==> config.mk <==
export PLATFORM = sky130hd
export DESIGN_NAME = spi_hash_rd
export DESIGN_NICKNAME = d
export VERILOG_FILES = /design/src/rtl/spi_hash_rd.sv
export SDC_FILE = /design/constraint.sdc
export NUM_CORES = 1
export LEC_CHECK = 0
export ABC_CLOCK_PERIOD_IN_PS = 2900
export CAP_MARGIN = 20
export CORE_ASPECT_RATIO = 0.5
export CORE_MARGIN = 3
export CORE_UTILIZATION = 50
export CTS_BUF_LIST = sky130_fd_sc_hd__clkbuf_4
export DETAILED_ROUTE_END_ITERATION = 7
export PLACE_DENSITY = 0.76
export SKIP_LAST_GASP = 1
export SLEW_MARGIN = 20
export SYNTH_ARGS = -nofsm -noshare
export SYNTH_HDL_FRONTEND = slang
export SYNTH_SLANG_ARGS = --single-unit
==> constraint.sdc <==
create_clock -name clk -period 2.9 [get_ports clk]
set_input_delay 0.29 -clock clk [delete_from_list [all_inputs] [get_ports clk]]
set_output_delay 0.29 -clock clk [all_outputs]
set_load 0.01 [all_outputs]
==> src/rtl/spi_hash_rd.sv <==
// spi_hash_rd: SPI mode-0 slave that walks the hash word-select mux from
// word 0 upward and streams each 32-bit word MSB-first on MISO. All SPI pins
// are synchronised into clk; the SPI edges become single-clk flags.
module spi_hash_rd #(
  parameter int WORDS       = 12,
  parameter int SYNC_STAGES = 2
) (
  input  logic        clk,
  input  logic        rst_n,
  input  logic        spi_sck,
  input  logic        spi_cs_n,
  output logic        spi_miso,
  output logic        spi_miso_oe,
  output logic [3:0]  rd_addr,
  input  logic [31:0] rd_d,
  output logic        rd_done
);

  typedef enum logic [1:0] {
    ST_IDLE  = 2'd0,
    ST_LOAD  = 2'd1,
    ST_SHIFT = 2'd2
  } state_t;

  localparam logic [3:0] ADDR_SAT  = 4'(WORDS);
  localparam logic [3:0] ADDR_LAST = 4'(WORDS - 1);

  logic [SYNC_STAGES-1:0] sck_sync_q, sck_sync_d;
  logic [SYNC_STAGES-1:0] cs_sync_q, cs_sync_d;
  logic                   sck_prev_q, sck_prev_d;
  logic                   cs_prev_q, cs_prev_d;
  logic                   sck_s, cs_s;
  logic                   sck_rise, sck_fall, cs_fall;

  state_t      state_q, state_d;
  logic [31:0] shreg_q, shreg_d;
  logic [4:0]  bit_cnt_q, bit_cnt_d;
  logic [3:0]  rd_addr_q, rd_addr_d;
  logic        oe_q, oe_d;
  logic        rd_done_q, rd_done_d;

  // Synchroniser shift chains plus one history flop per pin for edge detection
  always_comb begin
    sck_sync_d = {sck_sync_q[SYNC_STAGES-2:0], spi_sck};
    cs_sync_d  = {cs_sync_q[SYNC_STAGES-2:0], spi_cs_n};
    sck_prev_d = sck_sync_q[SYNC_STAGES-1];
    cs_prev_d  = cs_sync_q[SYNC_STAGES-1];
  end

  assign sck_s    = sck_sync_q[SYNC_STAGES-1];
  assign cs_s     = cs_sync_q[SYNC_STAGES-1];
  assign sck_rise = sck_s & ~sck_prev_q;
  assign sck_fall = ~sck_s & sck_prev_q;
  assign cs_fall  = ~cs_s & cs_prev_q;

  // Next-state and datapath: CS high always wins over any same-clk SCK edge
  always_comb begin
    state_d   = state_q;
    shreg_d   = shreg_q;
    bit_cnt_d = bit_cnt_q;
    rd_addr_d = rd_addr_q;
    oe_d      = oe_q;
    rd_done_d = 1'b0;
    case (state_q)
      ST_IDLE: begin
        oe_d      = 1'b0;
        rd_addr_d = 4'd0;
        bit_cnt_d = 5'd0;
        if (cs_fall) begin
          state_d = ST_LOAD;
        end else begin
          state_d = ST_IDLE;
        end
      end
      ST_LOAD: begin
        if (cs_s) begin
          state_d   = ST_IDLE;
          oe_d      = 1'b0;
          rd_addr_d = 4'd0;
          bit_cnt_d = 5'd0;
        end else begin
          shreg_d = rd_d;
          oe_d    = 1'b1;
          state_d = ST_SHIFT;
        end
      end
      ST_SHIFT: begin
        if (cs_s) begin
          state_d   = ST_IDLE;
          oe_d      = 1'b0;
          rd_addr_d = 4'd0;
          bit_cnt_d = 5'd0;
        end else if (sck_rise) begin
          bit_cnt_d = 5'(bit_cnt_q + 5'd1);
          if (bit_cnt_q == 5'd31) begin
            // Address saturates at WORDS; the mux returns zero there
            if (rd_addr_q < ADDR_SAT) begin
              rd_addr_d = 4'(rd_addr_q + 4'd1);
            end else begin
              rd_addr_d = rd_addr_q;
            end
            if (rd_addr_q == ADDR_LAST) begin
              rd_done_d = 1'b1;
            end else begin
              rd_done_d = 1'b0;
            end
          end else begin
            rd_addr_d = rd_addr_q;
          end
        end else if (sck_fall) begin
          // bit_cnt wrapped to 0 means a full word was taken: fetch the next one
          if (bit_cnt_q == 5'd0) begin
            shreg_d = rd_d;
          end else begin
            shreg_d = {shreg_q[30:0], 1'b0};
          end
        end else begin
          shreg_d = shreg_q;
        end
      end
      default: begin
        state_d   = ST_IDLE;
        oe_d      = 1'b0;
        rd_addr_d = 4'd0;
        bit_cnt_d = 5'd0;
      end
    endcase
  end

  // State, datapath and synchroniser registers with asynchronous reset
  always_ff @(posedge clk or negedge rst_n) begin
    if (!rst_n) begin
      sck_sync_q <= '0;
      cs_sync_q  <= '1;
      sck_prev_q <= 1'b0;
      cs_prev_q  <= 1'b1;
      state_q    <= ST_IDLE;
      shreg_q    <= 32'd0;
      bit_cnt_q  <= 5'd0;
      rd_addr_q  <= 4'd0;
      oe_q       <= 1'b0;
      rd_done_q  <= 1'b0;
    end else begin
      sck_sync_q <= sck_sync_d;
      cs_sync_q  <= cs_sync_d;
      sck_prev_q <= sck_prev_d;
      cs_prev_q  <= cs_prev_d;
      state_q    <= state_d;
      shreg_q    <= shreg_d;
      bit_cnt_q  <= bit_cnt_d;
      rd_addr_q  <= rd_addr_d;
      oe_q       <= oe_d;
      rd_done_q  <= rd_done_d;
    end
  end

  assign spi_miso    = (state_q == ST_SHIFT) & shreg_q[31];
  assign spi_miso_oe = oe_q;
  assign rd_addr     = rd_addr_q;
  assign rd_done     = rd_done_q;

endmodule

==> results by stage <==
CTS:
- The number of clock buffers added by TritonCTS is 5.
- The clock transition at the register clock pins on the worst setup and hold paths after CTS is 0.14 ns.
- The number of setup buffers added after CTS is 0.
- The clock net in this run drives a total of 51 sinks.
- The post-cts resize count is 0.
- The maximum buffer depth of the clock tree is 2.
- The later pin in the worst-skew pair is clocked with a latency of 0.36 ns.
- The number of H-tree levels is 2.
- TritonCTS built the clock tree.
- CTS placed an instance of sky130_fd_sc_hd__clkbuf_4 at the clock tree root.

Final layout:
- The area taken by flip-flops and latches is approximately 1300 um2.
- The number of nets in the finished design is 291.
- After routing the design area is 2970 um2.
- The share of cells above drive strength 1 is 0.187.
- The library cells used most frequently in the layout, excluding fill and tap cells, are sky130_fd_sc_hd__dfrtp_1, sky130_fd_sc_hd__clkdlybuf4s50_1, sky130_fd_sc_hd__nor2_1.
- The layout-stage area growth over the synthesis result is 20.5%.
- The diode insertion count for antenna repair is 0.
- The number of inserted filler cells in the final layout is 372.
- The leading cell type in the layout, fill and taps excluded is sky130_fd_sc_hd__dfrtp_1.
- The multi-input combinational cell area is approximately 1100 um2.

Detailed routing:
- The post-route DRC violation count is 0.
- The wire length on met2 is between 2 and 2.5 mm.
- The initial DRC count is 42.
- The number of detailed-route iterations in the first pass is 4.
- The topmost layer with routed signal wires is met4.
- In the final routed layout, each cell accounts on average for 13.6 um.
- The routed layout has 1643 vias.
- The sum of routed wire segments on met1 is ~2 mm.
- The wire length reported by the detailed router is 4.34 mm.
- Detailed routing placed a total of 160 um of wire on met3.
- The vias per cell is approximately 5.2.
- The final antenna-violating net count is 0.

Placed design:
- The post-DP HPWL is roughly 3.2 mm.
- The count of input and output buffers is between 40 and 50.
- Routability-driven placement finished with a final weighted congestion of between 0.7 and 0.8.
- The total placed instance area is 2900 um2.

Power and ir drop:
- The total power divided by cell area is roughly 510 nW/um2.
- The leakage power of the design is about 1.1 nW.
- The worst vdd rail ir drop is between 0.2 and 0.3 mV.

Yosys:
- Synthesis instantiated 39 different standard cells from the library.
- Of the post-synthesis cell area, the dominant cell type holds 0.488.
- In the synthesized netlist, the number of instances is 208.
- The part of the Yosys area used for sequential elements is 0.520.
- Yosys attributes the largest share of cell area to sky130_fd_sc_hd__dfrtp_1, sky130_fd_sc_hd__mux2i_1, sky130_fd_sc_hd__a21oi_2, sky130_fd_sc_hd__nor2_1, sky130_fd_sc_hd__dfstp_2.
- Of all cell types, the one taking the most synthesized area is sky130_fd_sc_hd__dfrtp_1.
- The post-synthesis instance area is 2460 um2.
- The Yosys step of the flow raised 0 warnings.
- A synthesized cell averages 11.8 um2.
- The number of storage elements in the synthesis netlist is approximately 50.
- When the netlist entered floorplanning its net count stood at 248.

Timing:
- The remaining max-slew budget at the tightest pin is 0.507.
- Setup repair after global routing left no endpoint under its margin.
- Clock skew on the completed layout was measured at 0.00891 ns.
- Setup violations remaining at the end of the flow were counted as 0.
- Summed over all failing endpoints, the final setup total negative slack is 0 ns.
- The count of pins over their slew limit is 0.
- The minimum clock period after layout is 2.05 ns.
- The achievable frequency is around 500 MHz.
- Dividing the final minimum period by the clock period gives 0.706.
- At the pin with the least slew margin, the transition time is 0.740 ns.
- The number of failing hold endpoints at the final stage is 0.

Min path:
- The min-delay analysis places its worst path in the category in2reg.

Setup path:
- Along the worst path, the maximum fanout reaches 18.
- On the worst path, the slowest cell contributes a delay of 0.45 ns.
- The worst setup path is captured at a flip-flop.
- At the worst endpoint, the required time is between 3 and 4 ns.
- The kind of start point of the critical path is a flip-flop.
- The worst setup path category is reg2reg.
- For the worst setup path, the data arrival time is 2.27 ns.
- The cell with the largest stage delay on the worst path is sky130_fd_sc_hd__nor2_4.
- The critical path goes through inv_1 -> ha_1 -> nor4b_2 -> nor2_4 -> buf_12 -> mux2i_1 -> a21oi_2.

GRT:
- The global-route wire length before repair is 7.49 mm.
- The via count of the first global-routing pass was about 1600.
- The residual overflow from global routing is 0.
- The global routing usage summed across all routing layers is 0.158.
- Entering global routing, the biggest net connects 65 pins.
- The initial antenna violation count came to 0.

Outcome:
- The flow ran to the end, and the final reports show no timing, DRC or antenna violations.

Floorplanning:
- The die outline area is 5850 um2.
- The area of the core region is 4570 um2.
- From left edge to right edge, the die measures between 100 and 150 um.
- The number of top-level pins is 43.
- For this configuration, the core starts out at a cell density of 0.538.
- The die is between 50 and 60 um tall.
- The cell row count is 17.

Flow run:
- The tool flagged a number of max-cap violations equal to 0.
-- flip-flops by register name, indices dropped and copies added (netlist names) --
register     count
shreg_q         32
sck_prev_q       1
bit_cnt_q        5
sck_sync_q       2
spi_miso_oe      1
rd_addr          4
cs_prev_q        1
cs_sync_q        2
state_q          2
rd_done          1
-- cell usage after synthesis --
master	count
sky130_fd_sc_hd__mux2_2	1
sky130_fd_sc_hd__nand3_1	1
sky130_fd_sc_hd__nor3_1	1
sky130_fd_sc_hd__buf_6	5
sky130_fd_sc_hd__nor4b_2	1
sky130_fd_sc_hd__and4b_1	1
sky130_fd_sc_hd__buf_4	4
sky130_fd_sc_hd__a21oi_1	5
sky130_fd_sc_hd__o21a_1	1
sky130_fd_sc_hd__nand2b_1	1
sky130_fd_sc_hd__nand2_1	3
sky130_fd_sc_hd__and4_1	1
sky130_fd_sc_hd__o21ai_0	1
sky130_fd_sc_hd__nand3b_1	3
sky130_fd_sc_hd__nor2_4	1
sky130_fd_sc_hd__nand4bb_1	1
sky130_fd_sc_hd__dfrtp_1	48
sky130_fd_sc_hd__buf_2	1
sky130_fd_sc_hd__or2b_4	1
sky130_fd_sc_hd__nor2b_1	2
sky130_fd_sc_hd__a21oi_4	1
sky130_fd_sc_hd__dfstp_2	3
sky130_fd_sc_hd__mux2i_1	33
sky130_fd_sc_hd__nor2_1	35
sky130_fd_sc_hd__inv_1	7
sky130_fd_sc_hd__ha_1	4
sky130_fd_sc_hd__nand2b_2	1
sky130_fd_sc_hd__a21o_1	1
sky130_fd_sc_hd__a22o_1	2
sky130_fd_sc_hd__a21oi_2	28
sky130_fd_sc_hd__a2bb2oi_1	1
sky130_fd_sc_hd__nor4b_1	1
sky130_fd_sc_hd__a41oi_1	1
sky130_fd_sc_hd__and3_1	1
sky130_fd_sc_hd__o22ai_1	2
sky130_fd_sc_hd__and2_1	1
sky130_fd_sc_hd__o2111ai_1	1
sky130_fd_sc_hd__o2bb2ai_1	1
sky130_fd_sc_hd__o211a_1	1
-- cell families (layout without fill, tap and decap cells) --
logic type | Yosys count | in the layout | synth area share
buffers and inverters | 17 | 61 | 0.0478
flip-flops | 51 | 51 | 0.520
AND/OR/NAND/NOR | 56 | 56 | 0.118
multiplexers | 34 | 34 | 0.139
AO/OA/AOI/OAI | 46 | 46 | 0.155
adder cells (fa/ha/maj) | 4 | 4 | 0.0203
-- critical path: cells and delay by family, from the launching register on --
family | cells | cell delay [ns]
compound gates | 1 | 0.08
fa+ha+maj | 1 | 0.19
buf+inv | 2 | 0.31
flops | 1 | 0.42
mux | 1 | 0.28
simple gates | 2 | 0.62
-- layer usage --
layer | global-route usage | vias to the layer above
met5 | 0 | -
met4 | 0.0336 | 0
met1 | 0.209 | 802
met3 | 0.0429 | 2
met2 | 0.264 | 29
li1 | - | 810
-- through the flow --
step | cells | worst slack (ns) | hold WS [ns] | utilization | total power [W]
2_1_floorplan | 208 | 1.38 | -0.00559 | - | 0.00111
3_3_place_gp | 309 | 0.895 | 0.208 | 0.635 | 0.00120
3_5_place_dp | 309 | 0.861 | 0.214 | 0.635 | 0.00122
4_1_cts | 318 | 0.846 | 0.304 | 0.649 | 0.00153
5_1_grt | 318 | 0.703 | 0.294 | 0.649 | 0.00161
6_report | 318 | 0.852 | 0.326 | 0.649 | 0.00151
-- final cells by class --
cell class                      instances  area share
Inverter                                7     0.00886
Tap cell                               66      0.0278
Multi-Input combinational cell        140       0.359
Clock buffer                            6      0.0152
Sequential cell                        51       0.431
Clock inverter                          2     0.00253
Timing Repair Buffer                   46       0.155
-- timing repair --
| item | CTS | global route |
|---|---|---|
| hold buffers | 1 | 0 |
| hold endpoints to repair | 12 | 0 |
| endpoints found under the setup margin | 0 | 0 |
-- final timing paths --
| kind | start | end | slack, ns | depth (start not counted) |
|---|---|---|---|---|
| setup reg to reg | bit_cnt_q[0] | shreg_q[3] | 0.85 | 7 |
| hold reg to reg | cs_sync_q[0] | cs_sync_q[1] | 0.37 | 0 |
| setup / recovery | bit_cnt_q[0] | shreg_q[3] | 0.85 | 7 |
| min in group asynchronous | rst_n | rd_addr[3] | 0.34 | 2 |
| max in group asynchronous | rst_n | shreg_q[17] | 1.77 | 3 |
| hold / removal | spi_cs_n | cs_sync_q[0] | 0.33 | 1 |
-- power breakdown --
group	switching [W]	internal (W)
logic	0.000137	0.000147
registers	0.0000721	0.000841
clock network	0.000209	0.0000998
Note: power is estimated with default switching activity, not from simulation.
